`src/rtl/snn_frame_packer.sv`:
```
// snn_frame_packer: seals SNN detector frames as 64-bit records into AEAD messages.
// Optional build macro PACKER_MOTION_ONLY_EN: enqueue only frames with motion.
module snn_frame_packer #(
    parameter int unsigned DEPTH          = 4,
    parameter int unsigned FRAMES_PER_MSG = 4,
    parameter logic [7:0]  SYNC_BYTE      = 8'hA5
) (
    input  logic        clk,
    input  logic        rst_n,
    input  logic        enable,
    input  logic        frame_done,
    input  logic        motion_detected,
    input  logic [7:0]  motion_intensity,
    input  logic [15:0] grid_activity,
    input  logic [15:0] event_count,
    input  logic        ascon_busy,
    input  logic        ascon_tag_valid,
    output logic        start_encrypt,
    output logic        m_tvalid,
    input  logic        m_tready,
    output logic [63:0] m_tdata,
    output logic        m_tlast,
    output logic        msg_active,
    output logic [3:0]  fifo_level,
    output logic [7:0]  drop_count
);

    localparam int unsigned AW       = (DEPTH > 1) ? $clog2(DEPTH) : 1;
    localparam logic [3:0]  LVL_MAX  = 4'(DEPTH);
    localparam logic [3:0]  LAST_BLK = 4'(FRAMES_PER_MSG - 1);

    typedef enum logic [1:0] {
        IDLE,
        START,
        STREAM,
        WAIT_TAG
    } state_t;

    state_t        state;
    state_t        state_nxt;

    logic [63:0]   mem [DEPTH];
    logic [AW-1:0] rd_ptr;
    logic [AW-1:0] wr_ptr;
    logic [3:0]    level;
    logic [7:0]    frame_seq;
    logic          drop_flag;
    logic [7:0]    drops;
    logic [3:0]    blk_cnt;

    logic          frame_in;
    logic          eligible;
    logic          has_room;
    logic          push;
    logic          drop;
    logic          pop;
    logic          fire;
    logic          last_blk;
    logic [7:0]    flags;
    logic [63:0]   record;

    assign frame_in = frame_done && enable;

`ifdef PACKER_MOTION_ONLY_EN
    assign eligible = frame_in && motion_detected;
`else
    assign eligible = frame_in;
`endif

    // pop is derived from state directly so the handshake has no comb loop
    assign pop      = (state == STREAM) && (level != 4'd0) && m_tready;
    assign fire     = (state == START) && !ascon_busy;
    assign last_blk = (blk_cnt == LAST_BLK);
    assign has_room = (level < LVL_MAX) || pop;
    assign push     = eligible && has_room;
    assign drop     = eligible && !has_room;

    assign flags  = {motion_detected, drop_flag, 6'b0};
    assign record = {SYNC_BYTE, frame_seq, flags, motion_intensity,
                     grid_activity, event_count};

    assign m_tdata    = mem[rd_ptr];
    assign fifo_level = level;
    assign drop_count = drops;

    // record FIFO: storage, pointers and occupancy
    always_ff @(posedge clk or negedge rst_n) begin
        if (!rst_n) begin
            for (int i = 0; i < DEPTH; i++) begin
                mem[i] <= '0;
            end
            rd_ptr <= '0;
            wr_ptr <= '0;
            level  <= '0;
        end else begin
            if (push) begin
                mem[wr_ptr] <= record;
                wr_ptr      <= wr_ptr + 1'b1;
            end
            if (pop) begin
                rd_ptr <= rd_ptr + 1'b1;
            end
            unique case ({push, pop})
                2'b10:   level <= level + 4'd1;
                2'b01:   level <= level - 4'd1;
                default: level <= level;
            endcase
        end
    end

    // frame sequence, sticky drop flag and saturating drop counter
    always_ff @(posedge clk or negedge rst_n) begin
        if (!rst_n) begin
            frame_seq <= '0;
            drop_flag <= 1'b0;
            drops     <= '0;
        end else begin
            if (frame_in) begin
                frame_seq <= frame_seq + 8'd1;
            end
            if (push) begin
                drop_flag <= 1'b0;
            end else if (drop) begin
                drop_flag <= 1'b1;
            end
            if (drop && (drops != 8'hFF)) begin
                drops <= drops + 8'd1;
            end
        end
    end

    // block counter within the current message
    always_ff @(posedge clk or negedge rst_n) begin
        if (!rst_n) begin
            blk_cnt <= '0;
        end else if (fire) begin
            blk_cnt <= '0;
        end else if (pop) begin
            blk_cnt <= blk_cnt + 4'd1;
        end
    end

    // message FSM state register
    always_ff @(posedge clk or negedge rst_n) begin
        if (!rst_n) begin
            state <= IDLE;
        end else begin
            state <= state_nxt;
        end
    end

    // message FSM next state and handshake outputs
    always_comb begin
        state_nxt     = state;
        start_encrypt = 1'b0;
        m_tvalid      = 1'b0;
        m_tlast       = 1'b0;
        msg_active    = (state != IDLE);
        unique case (state)
            IDLE: begin
                if (level != 4'd0) begin
                    state_nxt = START;
                end
            end
            START: begin
                if (!ascon_busy) begin
                    start_encrypt = 1'b1;
                    state_nxt     = STREAM;
                end
            end
            STREAM: begin
                m_tvalid = (level != 4'd0);
                m_tlast  = last_blk;
                if (pop && last_blk) begin
                    state_nxt = WAIT_TAG;
                end
            end
            WAIT_TAG: begin
                if (ascon_tag_valid) begin
                    state_nxt = IDLE;
                end
            end
            default: state_nxt = IDLE;
        endcase
    end

endmodule

```
`config.mk`:
```
export PLATFORM = sky130hd
export DESIGN_NAME = snn_frame_packer
export DESIGN_NICKNAME = d
export VERILOG_FILES = /design/src/rtl/snn_frame_packer.sv
export SDC_FILE = /design/constraint.sdc
export NUM_CORES = 1
export LEC_CHECK = 0
export CAP_MARGIN = 20
export CORE_MARGIN = 3
export CORE_UTILIZATION = 28
export DETAILED_ROUTE_END_ITERATION = 16
export PLACE_DENSITY_LB_ADDON = 0.3
export SKIP_CTS_REPAIR_TIMING = 1
export SLEW_MARGIN = 20
export SYNTH_ARGS = -nofsm -noshare
export SYNTH_HDL_FRONTEND = slang
export SYNTH_SLANG_ARGS = --single-unit
```
`constraint.sdc`:
```
create_clock -name clk -period 3 [get_ports clk]
set_input_delay 0.6 -clock clk [delete_from_list [all_inputs] [get_ports clk]]
set_output_delay 0.6 -clock clk [all_outputs]
set_load 0.01 [all_outputs]
```
==> metrics <==
power share of the combinational group=39.5%; EDFF count, synth=0; main area contributors after synthesis=dfrtp_1 55%, mux2_2 20%, mux4_2 11%, buf_8 1.8%, mux2_4 1.8%; Setup WS post-layout=0.0877 ns; Avg Inst Size Synth=16.4 um2; Synth Cell Area=10700 um2; Setup Crit Path Kind=register to primary output; Pint=10.5 mW; area leader, netlist=dfrtp_1; antenna violations before repair=0; top cells by count, synth=235 x dfrtp_1, 189 x mux2_2, 51 x mux4_2, 17 x nand2_1, 16 x xnor2_1; 1st-iter DRT viols=145; startpoint types=register; hold_ws=0.0523 ns; drt first pass iters=4; crit path max fanout=16; Place WS=0.263 ns; # diodes=0; Ports=128; clk root buf=clkbuf_16; CTS Buf Count=28; Ys Warns=0; DRC=0; Worst EP required=2.40 ns; Initial Utilization=28.5%; Clk network pwr share=24.4%; net switching share of the total power=29.4%; vias in the first global route=6421; # fillers=3559; outcome=finished, final reports clean; peak supply drop=0.417 mV; sequential share of power=36.2%; clk_lat worst skew=0.54 ns; endpoints failing setup=0; ANT nets after route=0; RePlAce Congestion=0.676; Fin Setup TNS=0 ns; crit end category=primary output; fmax=343 MHz; CP max-delay cell=mux4_2; Nets=855; Synth cell types=40; vias per std cell=4.46; asr flop ratio synth=100%; Syn Inst Count=657; register area share after synthesis=54.7%; Util after Layout=36.1%; DIE HEIGHT=202 um; Lkg Pwr=6.30 nW; final critical-path required period=2.91 ns; Worst EP arrival=2.31 ns; fin area=13600 um2; CTS Sinks=235; DR vias=5899; Max-Slew Margin vs Limit=55.3%; Layout Skew=0.0128 ns; P&R area growth vs syn=26.9%; CP cell instances=clkbuf_16, mux4_2, clkdlybuf4s50_1; share of post-route cells with drive strength above 1=41.6%; total power divided by cell area=1100 nW/um2; Post-DP HPWL=15000 um; measured slew at the worst slew-check pin=0.671 ns; die area=40800 um2; Worst Path Buf+Inv=2; Total GRT Usage=11.4%; CTS tree=built; H-Tree Level Count=1; cell family with most CP delay=buffers and inverters; largest net degree at the start of global routing=84; max-slew violation count=0; #FFs+latches synth=235; post-DR wirelength/cell=17.6 um; Port Buffers=117; gr ovfl total=0; placed cell areas=12500 um2; Hold Crit Class=input port to async pin; top_reg_cell synth=dfrtp_1; Max stage delay on crit path=0.52 ns; num rows=71; sw power=4.39 mW; max-cap viol count=0; Clock Pin Slew Worst Setup and Hold Paths=0.06 ns; Post-Route WL=23300 um; Synth top area share=54.7%; Die W=202 um; Final Hold Vio Count=0; Max Root-Sink Buffers=3; first-pass GRT wire length=37300 um; Core Area=37800 um2; top-count cell post-synth=dfrtp_1; period utilization=97.1%
[placed cells by master (no fill, tap or decap), drive strengths merged, types with 9 or more instances in the layout]
master           n
xnor2           16
xor2             9
dfrtp          235
nor2            10
nand2           21
clkdlybuf4s50   88
mux4            51
clkbuf          37
conb            10
inv              9
ha              15
mux2           203
buf             27
dlymetal6s2s    28
[power groups by stage]
stage | clock network, mW | logic [mW] | registers, mW
after global routing | 3.90 | 6.40 | 5.60
after CTS | 3.78 | 6.07 | 5.41
after global placement | 0 | 5.97 | 5.42
final | 3.64 | 5.89 | 5.41
after detailed placement | 0 | 6.04 | 5.45
after floorplan | 0 | 3.77 | 5.18
[per-layer routing]
layer  share of wire [%]  GRT usage [%]  wire (um)  vias to the layer above
li1                    -              -          -                     2659
met1                  46           15.4      10700                     3110
met2                  47           18.4      11000                       94
met3                 4.5           2.80       1050                       36
met4                 2.5           3.07        573                        0
met5                   0              0          0                        -
[kinds of logic (layout without fill, tap and decap cells)]
logic type,after synthesis,in the layout,synth area share (%)
compound gates,13,13,0.850
xor+xnor,25,25,2.04
fa+ha+maj,15,15,1.75
buf+inv,56,201,4.90
flops,235,235,54.7
mux,254,254,32.4
other cells,1,10,0.0349
simple gates,58,58,3.32
[area by class of cell]
class	count	area (um2)	share of cell area, %
clock buffers	36	802	5.88
clock inverters	13	199	1.46
inverters	8	30.0	0.220
multi-input cells	375	4380	32.1
flip-flops and latches	235	5890	43.2
well taps	511	639	4.69
repair buffers	144	1710	12.5
[sequential cells by signal (all words and copies together) (netlist names)]
register,flops
fifo_level,4
blk_cnt,4
rd_ptr,2
drop_flag,1
wr_ptr,2
frame_seq,8
mem,204
state,2
drop_count,8
[per-stage QoR]
step / instances / power, mW
after CTS: 1321 / 15.2
after floorplan: 666 / 8.95
after global routing: 1322 / 15.9
after detailed placement: 1272 / 11.5
after global placement: 1272 / 11.4
final: 1322 / 14.9
[path summary, 6_finish.rpt]
| path | from | slack [ns] | endpoint | cells after the start |
|---|---|---|---|---|
| setup reg to reg | state[0] | 0.63 | fifo_level[2] | 12 |
| hold reg to reg | mem[61] | 0.47 | mem[61] | 1 |
| hold / removal | rst_n | 0.05 | mem[96] | 1 |
| min in group clk | mem[61] | 0.47 | mem[61] | 1 |
| setup / recovery | rd_ptr[0] | 0.09 | m_tdata[38] | 3 |
| max in group asynchronous | rst_n | 2.13 | mem[128] | 2 |
Power figures use the tool's default switching activity.
